$ cat src/rtl/aukv_pkg.sv
// Shared aukv definitions: hazard FSM states, forward-select codes, tracking slots.
package aukv_pkg;

  localparam int REG_W   = 5;
  localparam int NUM_SRC = 2;

  typedef enum logic [1:0] {
    ST_RUN     = 2'd0,
    ST_LDSTALL = 2'd1,
    ST_MEMWAIT = 2'd2,
    ST_BRFLUSH = 2'd3
  } hz_state_e;

  // Operand source for execute; the execute stage muxes on these same codes.
  typedef enum logic [1:0] {
    FW_RF = 2'd0,
    FW_EE = 2'd1,
    FW_ME = 2'd2
  } fwsel_e;

  typedef struct packed {
    logic [REG_W-1:0] rd;
    logic             we;
    logic             load;
  } ex_slot_t;

  typedef struct packed {
    logic [REG_W-1:0] rd;
    logic             we;
  } mem_slot_t;

  // The younger producer (EX) always wins over the older one (MEM).
  function automatic fwsel_e fw_pick(input logic ex_hit, input logic mem_hit);
    if (ex_hit)       return FW_EE;
    else if (mem_hit) return FW_ME;
    else              return FW_RF;
  endfunction

endpackage

$ cat src/rtl/aukv_fwd_cmp.sv
// Slot-vs-source compare: true when a tracked producer writes the register a source reads.
module aukv_fwd_cmp
  import aukv_pkg::*;
(
  input  logic             i_used,
  input  logic [REG_W-1:0] i_addr,
  input  logic [REG_W-1:0] i_slot_rd,
  input  logic             i_slot_we,
  output logic             o_hit
);

  // x0 is hardwired zero, so it never takes a forwarded value.
  assign o_hit = i_used & (i_addr != '0) & i_slot_we & (i_slot_rd == i_addr);

endmodule

$ cat src/rtl/aukv_hazard_ctrl.sv
// Pipeline hazard control: forwarding selects, load-use / memory / branch stalls and flushes.
module aukv_hazard_ctrl
  import aukv_pkg::*;
#(
  parameter int CNT_W = 16
) (
  input  logic             i_clk,
  input  logic             i_rst,
  input  logic             i_id_valid,
  input  logic [REG_W-1:0] i_id_rs1_addr,
  input  logic [REG_W-1:0] i_id_rs2_addr,
  input  logic             i_id_rs1_used,
  input  logic             i_id_rs2_used,
  input  logic [REG_W-1:0] i_id_wb_reg,
  input  logic             i_id_wb_we,
  input  logic             i_id_is_load,
  input  logic             i_ex_br_en,
  input  logic             i_dmem_busy,
  input  logic             i_imem_busy,
  output logic [1:0]       o_rs1_fwsel,
  output logic [1:0]       o_rs2_fwsel,
  output logic             o_stall_if,
  output logic             o_stall_id,
  output logic             o_stall_ex,
  output logic             o_flush_id,
  output logic             o_flush_ex,
  output logic [1:0]       o_state,
  output logic [CNT_W-1:0] o_stall_cnt
);

  hz_state_e state, state_nxt;
  ex_slot_t  ex_slot;
  mem_slot_t mem_slot;
  logic      br_pend;
  logic [CNT_W-1:0] stall_cnt;

  logic [NUM_SRC-1:0][REG_W-1:0] src_addr;
  logic [NUM_SRC-1:0]            src_used;
  logic [NUM_SRC-1:0]            ex_hit, mem_hit;
  logic [NUM_SRC-1:0][1:0]       fw_nxt, fw_q;

  logic ld_use, br_act, hold_slots, bubble_ex;
  logic stall_if, stall_id, stall_ex, flush_id, flush_ex;

  assign src_addr = {i_id_rs2_addr, i_id_rs1_addr};
  assign src_used = {i_id_rs2_used, i_id_rs1_used};

  for (genvar s = 0; s < NUM_SRC; s++) begin : g_src
    aukv_fwd_cmp u_ex_cmp (
      .i_used    (src_used[s]),
      .i_addr    (src_addr[s]),
      .i_slot_rd (ex_slot.rd),
      .i_slot_we (ex_slot.we),
      .o_hit     (ex_hit[s])
    );
    aukv_fwd_cmp u_mem_cmp (
      .i_used    (src_used[s]),
      .i_addr    (src_addr[s]),
      .i_slot_rd (mem_slot.rd),
      .i_slot_we (mem_slot.we),
      .o_hit     (mem_hit[s])
    );
    assign fw_nxt[s] = fw_pick(ex_hit[s], mem_hit[s]);
  end

  // A branch seen while memory is busy is remembered until EX unfreezes.
  assign br_act = i_ex_br_en | br_pend;
  assign ld_use = i_id_valid & ex_slot.load & (|ex_hit);

  // Priority decode: reset > dmem busy > branch > load-use > imem busy.
  always_comb begin
    state_nxt  = ST_RUN;
    hold_slots = 1'b0;
    bubble_ex  = 1'b0;
    stall_if   = 1'b0;
    stall_id   = 1'b0;
    stall_ex   = 1'b0;
    flush_id   = 1'b0;
    flush_ex   = 1'b0;
    if (i_rst) begin
      hold_slots = 1'b1;
    end else if (i_dmem_busy) begin
      state_nxt  = ST_MEMWAIT;
      hold_slots = 1'b1;
      stall_if   = 1'b1;
      stall_id   = 1'b1;
      stall_ex   = 1'b1;
    end else if (br_act) begin
      state_nxt  = ST_BRFLUSH;
      bubble_ex  = 1'b1;
      flush_id   = 1'b1;
      flush_ex   = 1'b1;
    end else if (ld_use) begin
      state_nxt  = ST_LDSTALL;
      bubble_ex  = 1'b1;
      stall_if   = 1'b1;
      stall_id   = 1'b1;
      flush_ex   = 1'b1;
    end else if (i_imem_busy) begin
      stall_if   = 1'b1;
      flush_id   = 1'b1;
    end
  end

  // State, tracking slots and registered forward selects.
  always_ff @(posedge i_clk) begin
    if (i_rst) begin
      state    <= ST_RUN;
      br_pend  <= 1'b0;
      ex_slot  <= '0;
      mem_slot <= '0;
      fw_q     <= '0;
    end else begin
      state   <= state_nxt;
      br_pend <= i_dmem_busy & (br_pend | i_ex_br_en);
      if (!hold_slots) begin
        mem_slot <= '{rd: ex_slot.rd, we: ex_slot.we};
        if (bubble_ex) begin
          ex_slot <= '0;
          fw_q    <= '0;
        end else begin
          ex_slot <= '{rd: i_id_wb_reg, we: i_id_wb_we & i_id_valid,
                       load: i_id_is_load & i_id_valid};
          fw_q    <= fw_nxt;
        end
      end
    end
  end

  // Saturating count of cycles with any stall asserted.
  always_ff @(posedge i_clk) begin
    if (i_rst)
      stall_cnt <= '0;
    else if ((stall_if | stall_id | stall_ex) && (stall_cnt != '1))
      stall_cnt <= stall_cnt + CNT_W'(1);
  end

  assign o_rs1_fwsel = fw_q[0];
  assign o_rs2_fwsel = fw_q[1];
  assign o_stall_if  = stall_if;
  assign o_stall_id  = stall_id;
  assign o_stall_ex  = stall_ex;
  assign o_flush_id  = flush_id;
  assign o_flush_ex  = flush_ex;
  assign o_state     = state;
  assign o_stall_cnt = stall_cnt;

endmodule

$ cat config.mk
export PLATFORM = sky130hd
export DESIGN_NAME = aukv_hazard_ctrl
export DESIGN_NICKNAME = d
export VERILOG_FILES = /design/src/rtl/aukv_pkg.sv /design/src/rtl/aukv_fwd_cmp.sv /design/src/rtl/aukv_hazard_ctrl.sv
export SDC_FILE = /design/constraint.sdc
export NUM_CORES = 1
export LEC_CHECK = 0
export ABC_AREA = 1
export CAP_MARGIN = 20
export CORE_ASPECT_RATIO = 0.5
export CORE_MARGIN = 5
export CORE_UTILIZATION = 27
export CTS_CLUSTER_DIAMETER = 50
export DETAILED_ROUTE_END_ITERATION = 16
export PLACE_DENSITY = 0.46
export SKIP_CTS_REPAIR_TIMING = 1
export SYNTH_ARGS = -nofsm -noshare
export SYNTH_HDL_FRONTEND = slang
export SYNTH_SLANG_ARGS = --single-unit
$ cat constraint.sdc
create_clock -name i_clk -period 4.9 [get_ports i_clk]
set_clock_uncertainty 0.05 [all_clocks]
set_input_delay 0.735 -clock i_clk [delete_from_list [all_inputs] [get_ports i_clk]]
set_output_delay 0.735 -clock i_clk [all_outputs]
set_load 0.03 [all_outputs]
; After elaboration in Yosys (flattened, before gate mapping)
; Index checks and enable logic that the tools add are counted.
; W data, S select, Z words.
[classes]
add_sub_neg = 1
n_mul = 0
n_div = 0
n_lt_le_gt_ge = 0
eq_ne = 5
shift = 0
n_mux = 28
bitwise = 18
n_reduce_logical = 5
[op_table]
columns = op, n
row1 = $eq A5 B5 Y1, 4
row2 = $mux W1, 20
row3 = $add A16 B1 Y16 const B, 1
row4 = $ne A16 B16 Y1 const B, 1
row5 = $and A1 B1 Y1, 15
row6 = $mux W2, 6
row7 = $reduce_bool A5 Y1, 2
row8 = $mux W7, 1
row9 = $mux W4, 1
row10 = $reduce_or A2 Y1, 2
row11 = $or A1 B1 Y1, 3
row12 = $logic_and A1 B1 Y1, 1
[word_totals]
register_bits = 36
latchBits = 0
ramBits = 0
romBits = 0
input_bits = 25
wordCells = 68
memories = 0

; Longest topological paths before layout
[logic_depth]
word_depth = 13
ltp_mapped = 13
depth_no_buf = 13

; Modules after synthesis
; Synthesis repeated with hierarchy kept, for this count alone.
[hier_totals]
cells_unflattened = 385
hier_area_um2 = 2260.9
[modules_own_cells]
columns = mod, instances, cells_each, area_per_inst_um2, seq_area_each_um2
row1 = aukv_hazard_ctrl, 1, 257, 1745.4, 720.7
row2 = aukv_fwd_cmp, 4, 32, 128.9, 0.0

; Worst setup path before layout
; Ideal clock, no wire load.
[synth_path]
path_kind = input-to-output
startpoint = input port i_id_rs2_addr[3]
endpoint = output port o_flush_id
arrival_time_ps = 1764
required_time_ps = 4115
path_slack_ps = 2351
path_stages = 9
n_path_buf = 0
path_cell_list = nor2_1 -> nand3_1 -> nand2_1 -> inv_1 -> nand3_1 -> nand2_1 -> nand2_1 -> nand2_1 -> a21oi_1
[synth_between]
elab_chain_cells = 10
elab_cells_between_ends = 11
classes_between = eq/ne (1) / mux (4) / bitwise (4) / reduce/logical (2)
[synth_lines]
columns = item, line
row1 = from (decl), aukv_hazard_ctrl.sv:11  ; input logic [REG_W-1:0] i_id_rs2_addr,
row2 = $reduce_bool A5 Y1, aukv_fwd_cmp.sv:13  ; assign o_hit = i_used & (i_addr != '0) & i_slot_we & (i_slot_rd == i_addr);
row3 = $and A1 B1 Y1 (2 in a row), aukv_fwd_cmp.sv:13
row4 = $and A1 B1 Y1 *, aukv_fwd_cmp.sv:13
row5 = $reduce_or A2 Y1 *, aukv_hazard_ctrl.sv:68  ; assign ld_use = i_id_valid & ex_slot.load & (|ex_hit);
row6 = $and A1 B1 Y1 *, aukv_hazard_ctrl.sv:68
row7 = $mux W1 *, aukv_hazard_ctrl.sv:93  ; end else if (ld_use) begin
row8 = $mux W1 *, aukv_hazard_ctrl.sv:88  ; end else if (br_act) begin
row9 = $mux W1 *, aukv_hazard_ctrl.sv:82  ; end else if (i_dmem_busy) begin
row10 = $mux W1 *, aukv_hazard_ctrl.sv:80  ; if (i_rst) begin
row11 = to (decl), aukv_hazard_ctrl.sv:25  ; output logic o_flush_id,
; Mark *: on every way between the ends. The rest lies on a longest branch, timed or not.

; Worst setup path after layout
[layout_path]
startpoint = input port i_rst
endpoint = output port o_stall_if
[layout_between]
elab_chain_cells = 1
[layout_lines]
columns = item, line
row1 = from (decl), aukv_hazard_ctrl.sv:8  ; input logic i_rst,
row2 = $mux W1, aukv_hazard_ctrl.sv:80
row3 = to (decl), aukv_hazard_ctrl.sv:22  ; output logic o_stall_if,
; Every way passes these cells.

==> results.py <==
metrics = {
    "finish": {
        "final_common_cell": "nand2_1",
        "synthToLayoutAreaGrowth_pct": 39.2,
        "multiInputGateArea_um2": 1120,
        "final_cell_area_um2": 2770,
        "final_cell_mix": "76 x nand2_1, 51 x clkdlybuf4s50_1, 36 x dfxtp_1",
        "seq_area_um2": 721,
        "finish.utilization": 0.382,
        "drive_gt1_frac": 0.0678,
        "instances_no_fill": 435,
        "n_fill_cell": 789,
        "nets": 364,
        "n_antenna_cell": 0,
    },
    "drt": {
        "drc": 0,
        "post_drt_wl_per_cell_um": 12.6,
        "via_per_inst": 4.54,
        "wirelength_um": 5480,
        "drtIter0Drc": 147,
        "num_vias": 1973,
        "dr.pass1.iters": 4,
        "antenna_left": 0,
    },
    "status": {
        "outcome": "complete, no violations",
    },
    "floorplanning": {
        "ioPinCount": 52,
        "die-height_um": 70.8,
        "start_util": 0.274,
        "fp-row-count": 22,
        "die_w_um": 132,
        "core_area_um2": 7270,
        "die_area_um2": 9300,
    },
    "placement": {
        "gp_congestion": 0.841,
        "hpwl_um": 4280,
        "place_area_um2": 2590,
        "port_buffers": 51,
        "placed_cells": 427,
    },
    "critical_path": {
        "cpMostUsedCell": "clkdlybuf4s50_1",
        "end_kind": "primary output",
        "start_kind": "input port",
        "critical_path.max_stage_delay_ns": 0.90,
        "slowest_stage": "clkdlybuf4s50_1",
        "cp.arrival_ns": 3.04,
        "path_buf_inv": 4,
        "crit_type": "input port to primary output",
        "cp.required_ns": 4.12,
        "critical_path_peak_fanout": 19,
        "path_cells": "clkdlybuf4s50_1 > nor2_1 > buf_4 > inv_2 > nand3_4 > clkdlybuf4s50_1",
        "cp_top_family": "buffers and inverters",
    },
    "global_routing": {
        "grt_pass1_wl_um": 9360,
        "overflow": 0,
        "grt_pass1_vias": 1948,
        "track_usage": 0.123,
        "grt_max_degree": 20,
        "antenna_found_initial": 0,
    },
    "sta": {
        "tns_ns": 0,
        "max_slew_margin": 0.551,
        "period_needed_ns": 3.83,
        "finalCritPeriodShare": 0.781,
        "fin_hold_ws_ns": 0.405,
        "setup_viol": 0,
        "finalHoldViolCount": 0,
        "fmax_mhz": 261,
        "rsz0062_at_grt": "no",
        "slew_viol_final": 0,
        "worstMarginPinSlew_ns": 0.671,
    },
    "hold_path": {
        "hold_path.class": "register to register",
    },
    "run": {
        "cap_violations": 0,
    },
    "logic_synthesis": {
        "yosysSeqAreaShare": 0.362,
        "async_flop_share": 0,
        "synth_top_area_frac": 0.362,
        "synthTopCellsByArea": "dfxtp_1 36%, nand2_1 14%, nand3_1 7.5%, xor2_1 6.2%, inv_1 4.9%",
        "syn-cell-area_um2": 1990,
        "yosys.area.top_type": "dfxtp_1",
        "synthFlopType": "dfxtp_1",
        "synth_warnings": 0,
        "syn-num-nets": 311,
        "ys_types": 31,
        "ys_ff_latch": 36,
        "synth_edf_count": 0,
        "syn_inst": 285,
        "syn_area_per_cell_um2": 6.99,
    },
    "clock_tree": {
        "cts-root-buf": "clkbuf_16",
        "clk_pin_slew_worst_paths_ns": 0.05,
        "cts.sinks": 36,
        "htreeDepth": 2,
        "cts_buffer_depth": 2,
        "cts_buffers": 5,
        "cts_tree": "done",
        "insertion_delay_ns": 0.28,
    },
    "power_and_ir_drop": {
        "powerDensity_nw_per_um2": 282,
        "leakagePower_nw": 1.07,
        "peakVddDrop_mv": 0.156,
    },
}
-- path summary, 6_finish.rpt --
path | cells past startpoint | from | slack, ns | end
max | 6 | i_rst | 1.07 | o_stall_if
min | 2 | ex_slot[0] | 0.41 | ex_slot[0]
max reg2reg | 10 | o_stall_cnt[0] | 2.79 | o_stall_cnt[1]
min reg2reg | 2 | ex_slot[0] | 0.41 | ex_slot[0]
-- power breakdown --
| group | internal (mW) | switching [mW] | leakage [nW] |
|---|---|---|---|
| clock network | 0.268 | 0.121 | 0.0901 |
| registers | 0.299 | 0.00583 | 0.292 |
| logic | 0.0396 | 0.0494 | 0.687 |
| total | 0.606 | 0.176 | 1.07 |
-- sequential cells by signal, indices dropped and copies added (netlist names) --
| name | flops |
|---|---|
| o_rs2_fwsel | 2 |
| o_rs1_fwsel | 2 |
| ex_slot | 7 |
| mem_slot | 6 |
| o_state | 2 |
| o_stall_cnt | 16 |
| br_pend | 1 |
-- cells in the mapped netlist (all sizes together) (2+ instances only) --
cell type and instances:
nor4 2, nor3 8, xnor2 9, nand3b 2, o31ai 2, o21ai 16
dfxtp 36, a21oi 18, nor2 25, xor2 14, nand3 34, inv 28
nand4 3, buf 5, nand2 79
-- cell type report --
type                            instances  area share
Tap cell                               96      0.0433
Timing Repair Buffer                   52       0.187
Clock inverter                          1      0.0108
Sequential cell                        36       0.260
Clock buffer                            7      0.0550
Multi-Input combinational cell        214       0.405
Inverter                               29      0.0392
-- worst min-delay path, stage by stage, from the launching register on --
cell     delay, ns
dfxtp_1       0.31
nand2_1       0.06
nand2_1       0.04
-- through the flow --
step | power (mW) | setup slack, ns
5_1_grt | 0.819 | 0.865
4_1_cts | 0.795 | 1.04
2_1_floorplan | 0.358 | 2.35
3_3_place_gp | 0.400 | 1.06
3_5_place_dp | 0.401 | 1.05
6_report | 0.782 | 1.07
-- logic make-up after synthesis --
kind of cell / count (synthesis) / share of synthesized area
flip-flops: 36 / 0.362
buffers and inverters: 35 / 0.0747
adder cells (fa/ha/maj): 1 / 0.00628
XOR/XNOR: 23 / 0.101
AND/OR/NAND/NOR: 154 / 0.363
AO/OA/AOI/OAI: 36 / 0.0929
-- routing by layer --
| layer | vias to the layer above | GRT usage | wire [µm] |
|---|---|---|---|
| li1 | 1025 | - | - |
| met1 | 888 | 0.154 | 2630 |
| met4 | 0 | 0.0479 | 113 |
| met3 | 12 | 0.0440 | 333 |
| met5 | - | 0 | 0 |
| met2 | 48 | 0.194 | 2410 |
(Power assumes the default switching activity.)
